<file path="src/rtl/silife_gen_ctrl.sv">
// silife_gen_ctrl: Wishbone register block and generation sequencer
// for the silife matrix (free-run, single-step and bounded-run modes).
module silife_gen_ctrl #(
   parameter int WIDTH = 8,
   parameter int HEIGHT = 8,
   parameter int DIV_WIDTH = 16,
   parameter logic [15:0] SCAN_RESET = 16'd3
) (
   input  logic                    clk,
   input  logic                    reset,
   input  logic                    i_wb_cyc,
   input  logic                    i_wb_stb,
   input  logic                    i_wb_we,
   input  logic [31:0]             i_wb_addr,
   input  logic [31:0]             i_wb_data,
   output logic                    o_wb_ack,
   output logic [31:0]             o_wb_data,
   output logic                    matrix_select,
   input  logic                    matrix_ack,
   input  logic [31:0]             matrix_data,
   output logic                    gen_tick,
   output logic                    invert,
   output logic [15:0]             scan_cycles,
   output logic                    irq,
   output logic [WIDTH+HEIGHT-1:0] io_oeb
);

   typedef enum logic [1:0] {IDLE, FREE, BOUNDED} state_t;

   state_t state, state_next;

   logic                 ack, served, we_q;
   logic [5:0]           sel, sel_q;
   logic [31:0]          wdata_q, rdata, rdata_q;
   logic                 enable, irq_en, done, step_q;
   logic [31:0]          gen_count, step_remain;
   logic [DIV_WIDTH-1:0] tick_div, div_act, prescaler;
   logic                 req, run_tick, done_set;
   logic                 wr_ctrl, wr_status, wr_gen;
   logic                 wr_step, wr_div, wr_scan;
   logic                 unused_addr;

   assign matrix_select = i_wb_addr[23:12] == 12'h001;
   assign unused_addr = ^i_wb_addr[31:24];
   // served blocks a second ack while the master keeps stb high
   assign req = i_wb_cyc & i_wb_stb & ~matrix_select & ~ack & ~served;
   assign o_wb_ack = ack | (matrix_select & matrix_ack);
   assign o_wb_data = matrix_select ? matrix_data : rdata_q;
   assign io_oeb = '0;
   assign irq = done & irq_en;

   assign wr_ctrl = ack & we_q & sel_q[0];
   assign wr_status = ack & we_q & sel_q[1];
   assign wr_gen = ack & we_q & sel_q[2];
   assign wr_step = ack & we_q & sel_q[3];
   assign wr_div = ack & we_q & sel_q[4];
   assign wr_scan = ack & we_q & sel_q[5];

   assign run_tick = (state != IDLE) && (prescaler == div_act);
   assign gen_tick = run_tick | step_q;

   always_comb begin
      sel = '0;
      if (i_wb_addr[23:5] == '0 && i_wb_addr[1:0] == 2'b00) begin
         case (i_wb_addr[4:2])
            3'd0: sel[0] = 1'b1;
            3'd1: sel[1] = 1'b1;
            3'd2: sel[2] = 1'b1;
            3'd3: sel[3] = 1'b1;
            3'd4: sel[4] = 1'b1;
            3'd5: sel[5] = 1'b1;
            default: sel = '0;
         endcase
      end
   end

   always_comb begin
      rdata = '0;
      unique case (1'b1)
         sel[0]: rdata = {28'd0, irq_en, 1'b0, invert, enable};
         sel[1]: rdata = {30'd0, done, state != IDLE};
         sel[2]: rdata = gen_count;
         sel[3]: rdata = step_remain;
         sel[4]: rdata = 32'(tick_div);
         sel[5]: rdata = {16'd0, scan_cycles};
         default: rdata = '0;
      endcase
   end

   always_comb begin
      state_next = state;
      done_set = 1'b0;
      if (wr_step) begin
         state_next = (wdata_q == '0) ? IDLE : BOUNDED;
      end else begin
         case (state)
            IDLE: if (wr_ctrl && wdata_q[0]) state_next = FREE;
            FREE: if (wr_ctrl && !wdata_q[0]) state_next = IDLE;
            BOUNDED: begin
               if (run_tick && step_remain == 32'd1) begin
                  state_next = IDLE;
                  done_set = 1'b1;
               end
            end
            default: state_next = IDLE;
         endcase
      end
   end

   always_ff @(posedge clk or posedge reset) begin
      if (reset) state <= IDLE;
      else state <= state_next;
   end

   // write side effects are applied at the end of the ack cycle
   always_ff @(posedge clk or posedge reset) begin
      if (reset) begin
         ack <= 1'b0;
         served <= 1'b0;
         we_q <= 1'b0;
         sel_q <= '0;
         wdata_q <= '0;
         rdata_q <= '0;
      end else begin
         ack <= req;
         served <= i_wb_cyc & i_wb_stb & (served | ack);
         if (req) begin
            we_q <= i_wb_we;
            sel_q <= sel;
            wdata_q <= i_wb_data;
            rdata_q <= rdata;
         end
      end
   end

   always_ff @(posedge clk or posedge reset) begin
      if (reset) begin
         enable <= 1'b0;
         invert <= 1'b0;
         irq_en <= 1'b0;
         step_q <= 1'b0;
         done <= 1'b0;
         tick_div <= '0;
         scan_cycles <= SCAN_RESET;
      end else begin
         step_q <= wr_ctrl & wdata_q[2] & (state == IDLE);
         if (wr_ctrl) begin
            enable <= wdata_q[0];
            invert <= wdata_q[1];
            irq_en <= wdata_q[3];
         end
         if (wr_div) tick_div <= wdata_q[DIV_WIDTH-1:0];
         if (wr_scan) scan_cycles <= wdata_q[15:0];
         if (done_set) done <= 1'b1;
         else if (wr_status && wdata_q[1]) done <= 1'b0;
      end
   end

   // div_act holds the divider in use; new TICK_DIV lands at a wrap
   always_ff @(posedge clk or posedge reset) begin
      if (reset) begin
         gen_count <= '0;
         step_remain <= '0;
         prescaler <= '0;
         div_act <= '0;
      end else begin
         if (wr_gen) gen_count <= wdata_q;
         else if (gen_tick) gen_count <= gen_count + 32'd1;
         if (wr_step) step_remain <= wdata_q;
         else if (run_tick && state == BOUNDED)
            step_remain <= step_remain - 32'd1;
         if (state == IDLE || state_next == IDLE || run_tick)
            prescaler <= '0;
         else
            prescaler <= prescaler + DIV_WIDTH'(1);
         if (state == IDLE || run_tick) div_act <= tick_div;
      end
   end

endmodule
</file>
<file path="config.mk">
export PLATFORM = sky130hd
export DESIGN_NAME = silife_gen_ctrl
export DESIGN_NICKNAME = d
export VERILOG_FILES = /design/src/rtl/silife_gen_ctrl.sv
export SDC_FILE = /design/constraint.sdc
export NUM_CORES = 1
export LEC_CHECK = 0
export CORE_MARGIN = 4
export CORE_UTILIZATION = 35
export DETAILED_ROUTE_END_ITERATION = 16
export DONT_BUFFER_PORTS = 1
export PLACE_DENSITY = 0.48
export SLEW_MARGIN = 5
export SYNTH_ARGS = -nofsm -noshare
export SYNTH_HDL_FRONTEND = slang
export SYNTH_SLANG_ARGS = --single-unit
</file>
<file path="constraint.sdc">
create_clock -name clk -period 13.5 [get_ports clk]
set_input_delay 4.05 -clock clk [delete_from_list [all_inputs] [get_ports clk]]
set_output_delay 4.05 -clock clk [all_outputs]
set_load 0.1 [all_outputs]
</file>
# Word-level counts from Yosys, hierarchy flattened

Index checks and enable logic that the tools add are counted.

Register bits: 208
Bits of input ports: 102

Add/sub/neg operators: 3
Equal/unequal tests: 10
Muxes and demuxes: 25
Bitwise gates (word level): 22
Reduce and logical (&&, ||, !) cells: 21

Operators by type and width:

| operator              | count |
|---|---|
| $pmux 32 s6           | 1 |
| $mux 32               | 5 |
| $add 32x1->32 const B | 1 |
| $eq 32x1->1 const B   | 1 |
| $logic_not 32->1      | 1 |
| $sub 32x1->32 const B | 1 |
| $logic_not 19->1      | 1 |
| $add 16x1->16 const B | 1 |
| $and 1x1->1           | 16 |
| $eq 16x16->1          | 1 |
| $mux 16               | 1 |
| $eq 12x1->1 const B   | 1 |
| $mux 1                | 11 |
| $mux 2                | 5 |
| $reduce_bool 2->1     | 4 |
| $logic_and 1x1->1     | 7 |
| $eq 3x2->1 const B    | 2 |
| $eq 3x3->1 const B    | 2 |
| $logic_not 2->1       | 3 |
| $mux 6                | 1 |
| $pmux 2 s3            | 1 |
| $eq 3x1->1 const B    | 1 |
| $logic_not 3->1       | 1 |
| $logic_or 1x1->1      | 3 |
| other kinds (5)       | 9 |

# Logic depth before layout (Yosys ltp)

Depth in word-level cells: 10
Depth in mapped cells: 9

# Worst setup path after synthesis

No wires, ideal clock.

Path kind: input to output
Start point: input port i_wb_addr[23]
End point: output port o_wb_data[22]
Arrival: 6.594 ns
Slack: 2.856 ns
Cell stages on the path: 6
Cells stage by stage: nor4_1 > nand4_1 > clkinv_1 > buf_1 > nand2_1 > nand2_1

Longest elaborated chain between the ends: 2

RTL lines:

| item                    | RTL line | source |
|---|---|---|
| from (decl)             | 14       | `input logic [31:0] i_wb_addr,` |
| $eq 12x1->1             | 43       | `assign matrix_select = i_wb_addr[23:12] == 12'h001;` |
| named net matrix_select | 18       | `output logic matrix_select,` |
| $mux 32                 | 48       | `assign o_wb_data = matrix_select ? matrix_data : rdata_q;` |
| to (decl)               | 17       | `output logic [31:0] o_wb_data,` |

The timed path passes the listed nets, and every way through them passes these cells.

# Worst setup path after layout

Start point: input port i_wb_addr[16]
End point: output port o_wb_data[0]

Longest elaborated chain between the ends: 2

RTL lines:

| item        | RTL line |
|---|---|
| $eq 12x1->1 | 43 |
| $mux 32     | 48 |

No other way between the ends.

==> run metrics <==
status finished clean; Slew @ Worst Pin 1.09 ns; Die Height 183 um; Detailed Routing Iterations Pass 1 5; Initial Util 0.359; Clock transition at path regs 0.06 ns; Final Max Slew Viols 0; die area 33700 um2; Power Density 119 nW/um2; Die X 183 um; Setup TNS 0 ns; top cells by area, synth dfrtp_1 (48%), nand2_1 (10%), mux2_2 (5.5%); cell area after synthesis 10800 um2; worst hold slack 0.474 ns; Final Util 0.394; total CTS buffers 25; CP startpoint kind input port; Setup-failing EPs final 0; Peak VDD IR 0.0808 mV; critical path peak fanout 34; Critical Path AT 5.99 ns; layout cell share with drive strength beyond 1 0.0987; Post-CTS Setup Inserts 0; dpl cell area 11000 um2; commonest cells in the netlist nand2_1 (287), dfrtp_1 (206), nor2_1 (96); Placed Cells 1513; vias in the first global route 8088; Post-Syn Instances 1177; row count 63; area leader, netlist dfrtp_1; Int Power 1.06 mW; dpl ws 3.42 ns; area added between synthesis and finish 9.72%; final cell count without fillers 1555; Final ANT Viol Nets 0; diode count 0; Most used DFF post-synth dfrtp_1; clock tree from TritonCTS yes; asr flop ratio synth 1.00; HPWL after DPL 21900 um; final instance area 11800 um2; PortBufs 0; worst min path class reg -> reg; RSZ-0062 raised after global routing no; Root Buffer clkbuf_16; Worst Setup End Kind output pin; WP data required 9.45 ns; Leak Pwr 5.58 nW; drt first-iter violations 663; vias per inst 5.40; EDFF count, synth 0; Final min period 10.04 ns; Layout Nets 1256; cts repair resizes 0; synthesized area per cell 9.15 um2; Slew HR 0.267; register area share after synthesis 0.483; Net Switching 0.353 mW; initial antenna violation count 0; total number of vias 8402; DRC 0; most frequent cell after synthesis nand2_1; GP Congestion 0.849; gr ovfl total 0; final hold violations 0; Routed wire per std cell 19.9 um; Max Cap Violations 0; power share of the combinational group 0.047; gr usage total 0.179; Worst Slack Setup Final 3.46 ns; part of the cycle the worst path needs 0.743; io pins 171; clock latency on the worst-skew pair 0.52 ns; worst clock skew 0.00992 ns; WS Path Type in -> out; total core area 30000 um2; Clock power frac 0.469; Layout fillers 3049; TritonCTS Sinks 208; synth warn 0; total power 1.41 mW; Net Sw Frac 0.251; largest net degree at the start of global routing 133; # hold bufs at CTS 0; first-pass GRT wire length 48300 um; fmax 0.0996 GHz; Seq cells post-synth 208; DRT Wirelength 30900 um; top cell type's share of synthesized area 0.479; Netlist cell types 59; share of power burned in registers 0.484; H-tree depth 1; clk buf depth 3
[state kept, by name, summed over array words and instances (netlist names), 2 cells and up]
| register | flops |
|---|---|
| state | 2 |
| rdata_q | 32 |
| wdata_q | 32 |
| gen_count | 32 |
| div_act | 16 |
| step_remain | 32 |
| prescaler | 16 |
| tick_div | 16 |
| scan_cycles | 16 |
| sel_q | 6 |
[power by group through the flow]
stage / Combinational [mW] / Sequential, mW / Clock (mW)
final: 0.0659 / 0.682 / 0.661
after global routing: 0.0745 / 0.683 / 0.706
after CTS: 0.0677 / 0.681 / 0.680
after detailed placement: 0.0676 / 0.692 / 0
after global placement: 0.0671 / 0.693 / 0
after floorplan: 0.0636 / 0.668 / 0
[worst max-delay path, stage by stage]
cell     delay, ns
nor4_1        0.32
nand4_1       0.14
buf_4         0.25
inv_2         0.42
nand2_1       0.11
nand2_1       0.68
[layout make-up]
type	count	area (um2)	area share
Clock buffer	34	669	0.0566
Clock inverter	8	119	0.0101
Inverter	13	56.3	0.00476
Multi-Input combinational cell	890	5190	0.439
Sequential cell	208	5210	0.441
Tap cell	390	488	0.0413
Timing Repair Buffer	12	90.1	0.00762
[cell usage in the layout, fill, tap and decap left out, drive strengths merged, types with 12 or more instances in the layout]
cell type | Yosys | routed
nand2 | 287 | 287
dfrtp | 206 | 206
nor2 | 98 | 98
o21ai | 62 | 62
mux2 | 53 | 53
xor2 | 41 | 41
mux2i | 39 | 39
clkbuf | 51 | 34
nand3 | 30 | 30
nor4 | 28 | 28
a31oi | 24 | 24
nand4 | 22 | 22
or3 | 21 | 21
nor3 | 20 | 20
or4 | 18 | 18
o31ai | 17 | 17
a21oi | 17 | 17
conb | 1 | 16
and3 | 15 | 15
xnor2 | 14 | 14
a221o | 13 | 13
inv | 11 | 13
buf | 30 | 12
[cells by family after synthesis]
group           share of synthesized area
other cells                      0.000348
simple gates                        0.239
compound gates                     0.0961
mux                                0.0916
fa+ha+maj                         0.00465
buf+inv                            0.0402
flops                               0.483
xor+xnor                           0.0447
[routing by layer]
layer	share of wire	track usage	routed length, um
met4	0.018	0.0435	549
met2	0.42	0.261	13000
met1	0.50	0.279	15400
met3	0.062	0.0275	1910
met5	0	0	0
[path summary, 6_finish.rpt]
kind / from / to / slack (ns) / cells past startpoint
max in group asynchronous: reset / wdata_q[13] / 8.33 / 2
min in group asynchronous: reset / sel_q[5] / 3.58 / 1
hold / removal: rdata_q[3] / rdata_q[3] / 0.47 / 2
setup reg to reg: prescaler[0] / gen_count[1] / 10.39 / 9
hold reg to reg: rdata_q[3] / rdata_q[3] / 0.47 / 2
setup / recovery: i_wb_addr[16] / o_wb_data[0] / 3.46 / 6
Power figures use the tool's default switching activity.
